<file path="src/rtl/instr_mem_arbiter.sv">
// Round-robin arbiter sharing one instruction-memory read port between fetch (F) and data loads (D).
// One read in flight at a time; flushed fetches are drained silently, stalled reads are abandoned after TIMEOUT.
//
// state   | meaning
// --------+-----------------------------------------------------------
// S_IDLE  | no read in flight; arbitrate eligible requests
// S_ISSUE | mem_start pulse is on the wire; memory response ignored
// S_WAIT  | waiting for mem_done or timeout; counting cycles
// S_ACK   | owner's ack/q pulse is on the wire; return to idle
module instr_mem_arbiter #(
   parameter int TIMEOUT = 15
) (
   input  logic        clk,
   input  logic        reset,
   input  logic        f_req,
   input  logic [31:0] f_addr,
   input  logic        f_flush,
   output logic        f_ack,
   output logic [31:0] f_q,
   input  logic        d_req,
   input  logic [31:0] d_addr,
   output logic        d_ack,
   output logic [31:0] d_q,
   output logic        mem_start,
   output logic [31:0] mem_addr,
   input  logic        mem_done,
   input  logic [31:0] mem_q,
   output logic        busy,
   output logic        timeout_err
);
   localparam int CW = $clog2(TIMEOUT + 1);

   typedef enum logic [1:0] {S_IDLE, S_ISSUE, S_WAIT, S_ACK} state_t;

   state_t        r_state;
   logic          r_owner_d;
   logic          r_last_d;
   logic          r_drop;
   logic [CW-1:0] r_cnt;

   logic          w_f_elig;
   logic          w_d_elig;
   logic          w_grant_d;
   logic          w_flush_hit;
   logic          w_tmo;
   logic [31:0]   w_data;

   assign w_f_elig    = f_req & ~f_flush;
   assign w_d_elig    = d_req;
   // D wins only when F is not eligible or F took the previous grant
   assign w_grant_d   = w_d_elig & (~w_f_elig | ~r_last_d);
   assign w_flush_hit = ~r_owner_d & f_flush;
   assign w_tmo       = (r_cnt == CW'(TIMEOUT - 1));
   assign w_data      = mem_done ? mem_q : 32'd0;

   always_ff @(posedge clk or negedge reset) begin
      if (!reset) begin
         r_state     <= S_IDLE;
         r_owner_d   <= 1'b0;
         r_last_d    <= 1'b1;
         r_drop      <= 1'b0;
         r_cnt       <= '0;
         f_ack       <= 1'b0;
         f_q         <= 32'd0;
         d_ack       <= 1'b0;
         d_q         <= 32'd0;
         mem_start   <= 1'b0;
         mem_addr    <= 32'd0;
         busy        <= 1'b0;
         timeout_err <= 1'b0;
      end else begin
         mem_start   <= 1'b0;
         f_ack       <= 1'b0;
         f_q         <= 32'd0;
         d_ack       <= 1'b0;
         d_q         <= 32'd0;
         timeout_err <= 1'b0;
         case (r_state)
            S_IDLE: begin
               if (w_f_elig || w_d_elig) begin
                  r_owner_d <= w_grant_d;
                  r_last_d  <= w_grant_d;
                  mem_addr  <= w_grant_d ? d_addr : f_addr;
                  r_drop    <= 1'b0;
                  r_cnt     <= '0;
                  mem_start <= 1'b1;
                  busy      <= 1'b1;
                  r_state   <= S_ISSUE;
               end
            end
            S_ISSUE: begin
               if (w_flush_hit) r_drop <= 1'b1;
               r_state <= S_WAIT;
            end
            S_WAIT: begin
               if (r_cnt != CW'(TIMEOUT)) r_cnt <= r_cnt + 1'b1;
               if (mem_done || w_tmo) begin
                  if (!mem_done) timeout_err <= 1'b1;
                  // a flushed fetch has drained the memory; skip the ack entirely
                  if (r_drop || w_flush_hit) begin
                     r_drop  <= 1'b1;
                     busy    <= 1'b0;
                     r_state <= S_IDLE;
                  end else begin
                     f_ack   <= ~r_owner_d;
                     d_ack   <= r_owner_d;
                     f_q     <= r_owner_d ? 32'd0 : w_data;
                     d_q     <= r_owner_d ? w_data : 32'd0;
                     r_state <= S_ACK;
                  end
               end else if (w_flush_hit) begin
                  r_drop <= 1'b1;
               end
            end
            S_ACK: begin
               busy    <= 1'b0;
               r_state <= S_IDLE;
            end
            default: begin
               busy    <= 1'b0;
               r_state <= S_IDLE;
            end
         endcase
      end
   end
endmodule

</file>
<file path="config.mk">
export PLATFORM = sky130hd
export DESIGN_NAME = instr_mem_arbiter
export DESIGN_NICKNAME = d
export VERILOG_FILES = /design/src/rtl/instr_mem_arbiter.sv
export SDC_FILE = /design/constraint.sdc
export NUM_CORES = 1
export LEC_CHECK = 0
export ABC_AREA = 1
export BUFFER_PORTS_ARGS = -buffer_cell sky130_fd_sc_hd__buf_2
export CAP_MARGIN = 20
export CELL_PAD_IN_SITES_DETAIL_PLACEMENT = 0
export CELL_PAD_IN_SITES_GLOBAL_PLACEMENT = 1
export CORE_AREA = 2 2 117 119
export CTS_CLUSTER_SIZE = 24
export DETAILED_ROUTE_END_ITERATION = 16
export DIE_AREA = 0 0 119 121
export HOLD_SLACK_MARGIN = 0.12
export PLACE_DENSITY = 0.86
export REMOVE_ABC_BUFFERS = 1
export SETUP_SLACK_MARGIN = 0.15
export SYNTH_ARGS = -nofsm -noshare
export SYNTH_HDL_FRONTEND = slang
export SYNTH_SLANG_ARGS = --single-unit
</file>
<file path="constraint.sdc">
create_clock -name clk -period 1.6 [get_ports clk]
set_clock_uncertainty 0.05 [all_clocks]
set_input_delay 0.08 -clock clk [delete_from_list [all_inputs] [get_ports clk]]
set_output_delay 0.08 -clock clk [all_outputs]
set_load 0.02 [all_outputs]
</file>
; Word-level counts from Yosys, hierarchy flattened
; Cells that the tools add are included.
; Widths: inputs -> output; s select.
[totals]
regBits = 110
inputBits = 102
out_inout_bits = 101
wordCells = 81
[classes]
addsub = 1
eq_ne = 10
n_mux = 37
bitwise_logic = 8
reduce_logical = 12
[ops]
columns = operator, n
row1 = $mux 32, 10
row2 = $mux 1, 18
row3 = $mux 4, 2
row4 = $ne 2x2->1 const B, 4
row5 = $pmux 2 s4, 1
row6 = $pmux 4 s2, 1
row7 = $mux 2, 3
row8 = $pmux 1 s3, 2
row9 = $reduce_and 3->1, 2
row10 = $reduce_bool 3->1, 2
row11 = $add 4x1->4 const B, 1
row12 = $eq 2x2->1 const B, 2
row13 = $eq 4x4->1 const B, 1
row14 = $ne 4x4->1 const B, 1
row15 = $not 1->1, 4
row16 = $reduce_and 2->1, 2
row17 = $reduce_and 4->1, 1
row18 = $and 1x1->1, 3
row19 = $logic_or 1x1->1, 3
row20 = $ne 3x3->1 const B, 1
row21 = $eq 2x1->1 const B, 1
row22 = $logic_not 2->1, 1
row23 = $reduce_bool 2->1, 1
row24 = $or 1x1->1, 1

; Logic depth before layout (Yosys ltp)
[logic_depth]
ltp_word = 6
mapped_depth = 9
mapped_depth_nobuf = 9

; Worst setup path after synthesis
; Ideal clock, no wire load.
[synth_path]
kind = reg-to-reg
from = register r_state[0]
to = register r_drop
arrival_time_ps = 1232
setup_slack_ps = 200
stages_incl_launch_ff = 9
path_cell_list = dfrtp_1 inv_1 ha_1 buf_2 nand3_1 nor2_1 nor2_1 nand2_1 nand2_1
[synth_via]
elab_chain_len = 3
elab_cells_between_ends = 8
cone_classes = 4 x eq/ne / 1 x mux / 3 x reduce/logical
[synth_lines]
columns = element, line_no
row1 = start: declaration, 35  ; state_t r_state;
row2 = start signal: assignment, 58  ; r_state <= S_IDLE;
row3 = start signal: assignment, 88  ; r_state <= S_ISSUE;
row4 = start signal: assignment, 93  ; r_state <= S_WAIT;
row5 = $eq 2x2->1 (tied with other cells), 78  ; case (r_state)
row6 = $ne 3x3->1 (no source line) (tied with other cells), n/a
row7 = $reduce_and 3->1 (no source line), n/a
row8 = end signal: assignment, 84  ; r_drop <= 1'b0;
row9 = end signal: assignment, 92  ; if (w_flush_hit) r_drop <= 1'b1;
row10 = end signal: assignment, 101  ; r_drop <= 1'b1;
row11 = end: declaration, 38  ; logic r_drop;
; Several ways; a longest one is shown, not always the timed one.
; A chain may end at the register's enable or synchronous reset.

; Worst setup path in the final report
[layout_path]
from = register r_last_d
to = register mem_addr[20]
[layout_via]
elab_chain_len = 4
[layout_lines]
columns = element, line_no
row1 = start: declaration, 37  ; logic r_last_d;
row2 = start signal: assignment, 82  ; r_last_d <= w_grant_d;
row3 = $not 1->1, 51  ; assign w_grant_d = w_d_elig & (~w_f_elig | ~r_last_d);
row4 = $or 1x1->1, 51
row5 = $and 1x1->1, 51
row6 = $mux 32, 83  ; mem_addr <= w_grant_d ? d_addr : f_addr;
row7 = end signal: assignment, 83
row8 = end: declaration, 25  ; output logic [31:0] mem_addr,
; Every way passes these cells.

==> flow_summary.toml <==
[setup_path]
cp_data_arrival_time_ns = 1.61
worstRegToRegCells = 5
r2r-start = "r_last_d"
critPathRequiredTime_ns = 1.81
r2r_slack_ns = 0.19
path_class = "register to register"
end_kind = "register"
cp_max_fo = 22
r2r-end = "mem_addr[20]"
startpoint = "r_last_d"
start_kind = "register"
crit_path_end = "mem_addr[20]"

[clock_network]
cts_root_buf = "clkbuf_16"
worstSkewPairLatency_ns = 0.34
cts_tree = "done"
htreeDepth = 3
path_clk_slew_ns = 0.07
clk_path_buf_depth = 2
cts_buffers = 9
clock-sinks = 110

[finish]
finalNonFillerCells = 936
utilization = 0.5403
drive_above_1_share = 0.3592
syn_to_final_growth_pct = 60.60
fin_nets = 864
diodes = 0

[sta]
finalCriticalPeriod_ns = 1.405
fin_hold_ws_ns = 0.1577
setup_viol = 0
fin_tns_setup_ns = 0
finalMaxSlewViolations = 0
worst_slew_pin_slew_ns = 0.6500
hold_viol = 0
relSlewSlack = 0.5666
achievable-frequency_mhz = 711.5
rsz0062_at_grt = "true"
finalCritPeriodShare = 0.8784

[power_and_ir_drop]
power_frac_comb = 0.405
p_int_uw = 6130
p_switching_uw = 4012
p_per_area_nw_per_um2 = 1435
p_leak_uw = 0.003714
ir_worst_vdd_uv = 613.2
p_clk_frac = 0.222
pwr-share-seq = 0.373
p_sw_frac = 0.3956

[logic_synthesis]
syn_inst = 457
synth.largest_area_cell = "dfrtp_1"
synth_top_family_by_area = "simple AND/OR/NAND/NOR gates"
synth.top_cell.area_share = 0.6197
synth_edf_count = 0
synth.top_cells.by_count = "dfrtp_1, nand2_1, a21oi_1"
synth_xor_area_frac = 0.003980
syn_area_per_cell_um2 = 9.632
yosysWarnings = 0
syn_area_um2 = 4402
synth_cell_types = 23
synth_seq_cells = 110
synth_adder_area_share = 0.01990
synth_compound_area_frac = 0.07959
ys_top_cells_by_area = "dfrtp_1, a21oi_1, nor3_1"
synth_ff_type = "dfrtp_1"
yosysMostFrequentCell = "dfrtp_1"
synthArstFlopShare = 1.000
muxShareOfSynthArea = 0
yosysSeqAreaShare = 0.6256
synthSimpleGateAreaFrac = 0.1899

[drt]
vias = 4380
dr.max_layer_used = "met4"
detail-route-antenna-nets = 0
met3_length_mm = 1.207
met2_length_mm = 6.447
drc = 0
drtPass1Iterations = 4
wl_per_cell_um = 14.76
drt-total-wl_mm = 13.82
via_per_inst = 4.679
wl_met1_mm = 5.694
dr.first_iter.drc_count = 250

[global_route]
grt_overflow = 0
grt_max_degree = 57
grt_usage = 0.1938
antenna_found_initial = 0
grt_pass1_vias = 4417
grt_pass1_wl_mm = 21.91

[floorplanning]
initial_utilization = 0.3364
std_cell_rows = 42
core_um2 = 13090
pin_count = 203
die_area_um2 = 14400
die_y_um = 121
fp.dieW_um = 119

[placement]
hpwl_mm = 8.589
place_congestion = 0.7833
dp.cells = 821
port_buffers = 202

[outcome]
status = "completed"

[worst_hold_path]
hold_class = "input pin to register"

[job]
maxCapViolCount = 0
==> final cells by class <==
cell class / instances / area [um^2]
Fill cell: 1116 / 6016
Sequential cell: 110 / 2755
Timing Repair Buffer: 312 / 2137
Multi-Input combinational cell: 270 / 1449
Clock buffer: 11 / 242.7
Tap cell: 176 / 220.2
Inverter: 52 / 207.7
Clock inverter: 5 / 57.56
==> metrics by stage <==
stage / setup slack [ns] / total power [uW] / instance area [um^2]
2_1_floorplan: -0.1045 / 5949 / 4243
3_3_place_gp: 0.05241 / 7303 / 5584
5_1_grt: 0.08447 / 10770 / 7069
6_report: 0.1946 / 10140 / 7069
4_1_cts: 0.1819 / 9960 / 6908
3_5_place_dp: -0.006648 / 7416 / 5584
==> worst min-delay path by stage <==
stage	slack [ns]	to	start	depth (start not counted)
global route	0.17	r_drop	f_flush	7
CTS	0.14	r_drop	f_flush	7
floorplan	-0.27	busy	reset	0
detailed placement	0.05	r_cnt[0]	reset	2
finish	0.16	r_drop	f_flush	7
global placement	0.04	r_cnt[1]	reset	2
==> timing repair <==
action	CTS	global route
gates cloned	0	0
endpoints found under the setup margin	107	88
resized for setup	11	39
pin swaps	0	1
hold buffers	98	0
setup buffers	0	1
endpoints found under the hold margin	207	0
==> power by group through the flow <==
stage / logic [uW] / registers, uW / clock network, uW
finish: 4110 / 3780 / 2250
detailed placement: 3620 / 3790 / 0
floorplan: 1520 / 4430 / 0
global placement: 3530 / 3770 / 0
global route: 4510 / 3840 / 2420
CTS: 3900 / 3750 / 2310
==> cell usage in the layout (no fill, tap or decap), types with 2 or more instances in the layout <==
cell | Yosys | final
o21ai_1 | 2 | 2
buf_2 | 13 | 201
nor2_1 | 41 | 40
nand3_2 | 1 | 4
dlygate4sd3_1 | 0 | 98
nor3_1 | 65 | 53
ha_1 | 7 | 5
a21oi_1 | 66 | 58
o21ai_0 | 2 | 2
nand3_1 | 9 | 6
nand2_2 | 4 | 6
nand2_1 | 69 | 67
buf_12 | 0 | 3
nor3_2 | 0 | 11
dfrtp_1 | 109 | 108
ha_4 | 0 | 2
buf_4 | 7 | 7
inv_1 | 47 | 44
inv_2 | 4 | 5
inv_4 | 1 | 2
clkinv_2 | 0 | 2
clkbuf_16 | 0 | 9
a21oi_2 | 0 | 8
buf_6 | 3 | 2
==> worst max-delay path: stages, from the launching register on <==
cell     delay [ns]
dfstp_2        0.55
nand3_2        0.08
nand2_2        0.11
buf_6          0.24
a21oi_1        0.10
a21oi_1        0.18
==> state kept, by name, summed over array words and instances (netlist names) <==
register,count
d_q,32
f_q,32
mem_addr,32
r_cnt,4
r_state,2
busy,1
d_ack,1
f_ack,1
mem_start,1
r_drop,1
r_last_d,1
r_owner_d,1
timeout_err,1
==> cells by family after synthesis <==
logic type	Yosys count
buffers and inverters	77
and+or+nand+nor	191
adders and majority gates	7
DFF	110
xor gates and xnor gates	2
AOI/OAI and AO/OA	70
==> layer usage <==
layer  vias up  track usage
li1       2066            -
met1      2046       0.2372
met2       237       0.3103
met3        31      0.06015
met4         0      0.09673
met5         -            0
Note: power is estimated with default switching activity, not from simulation.
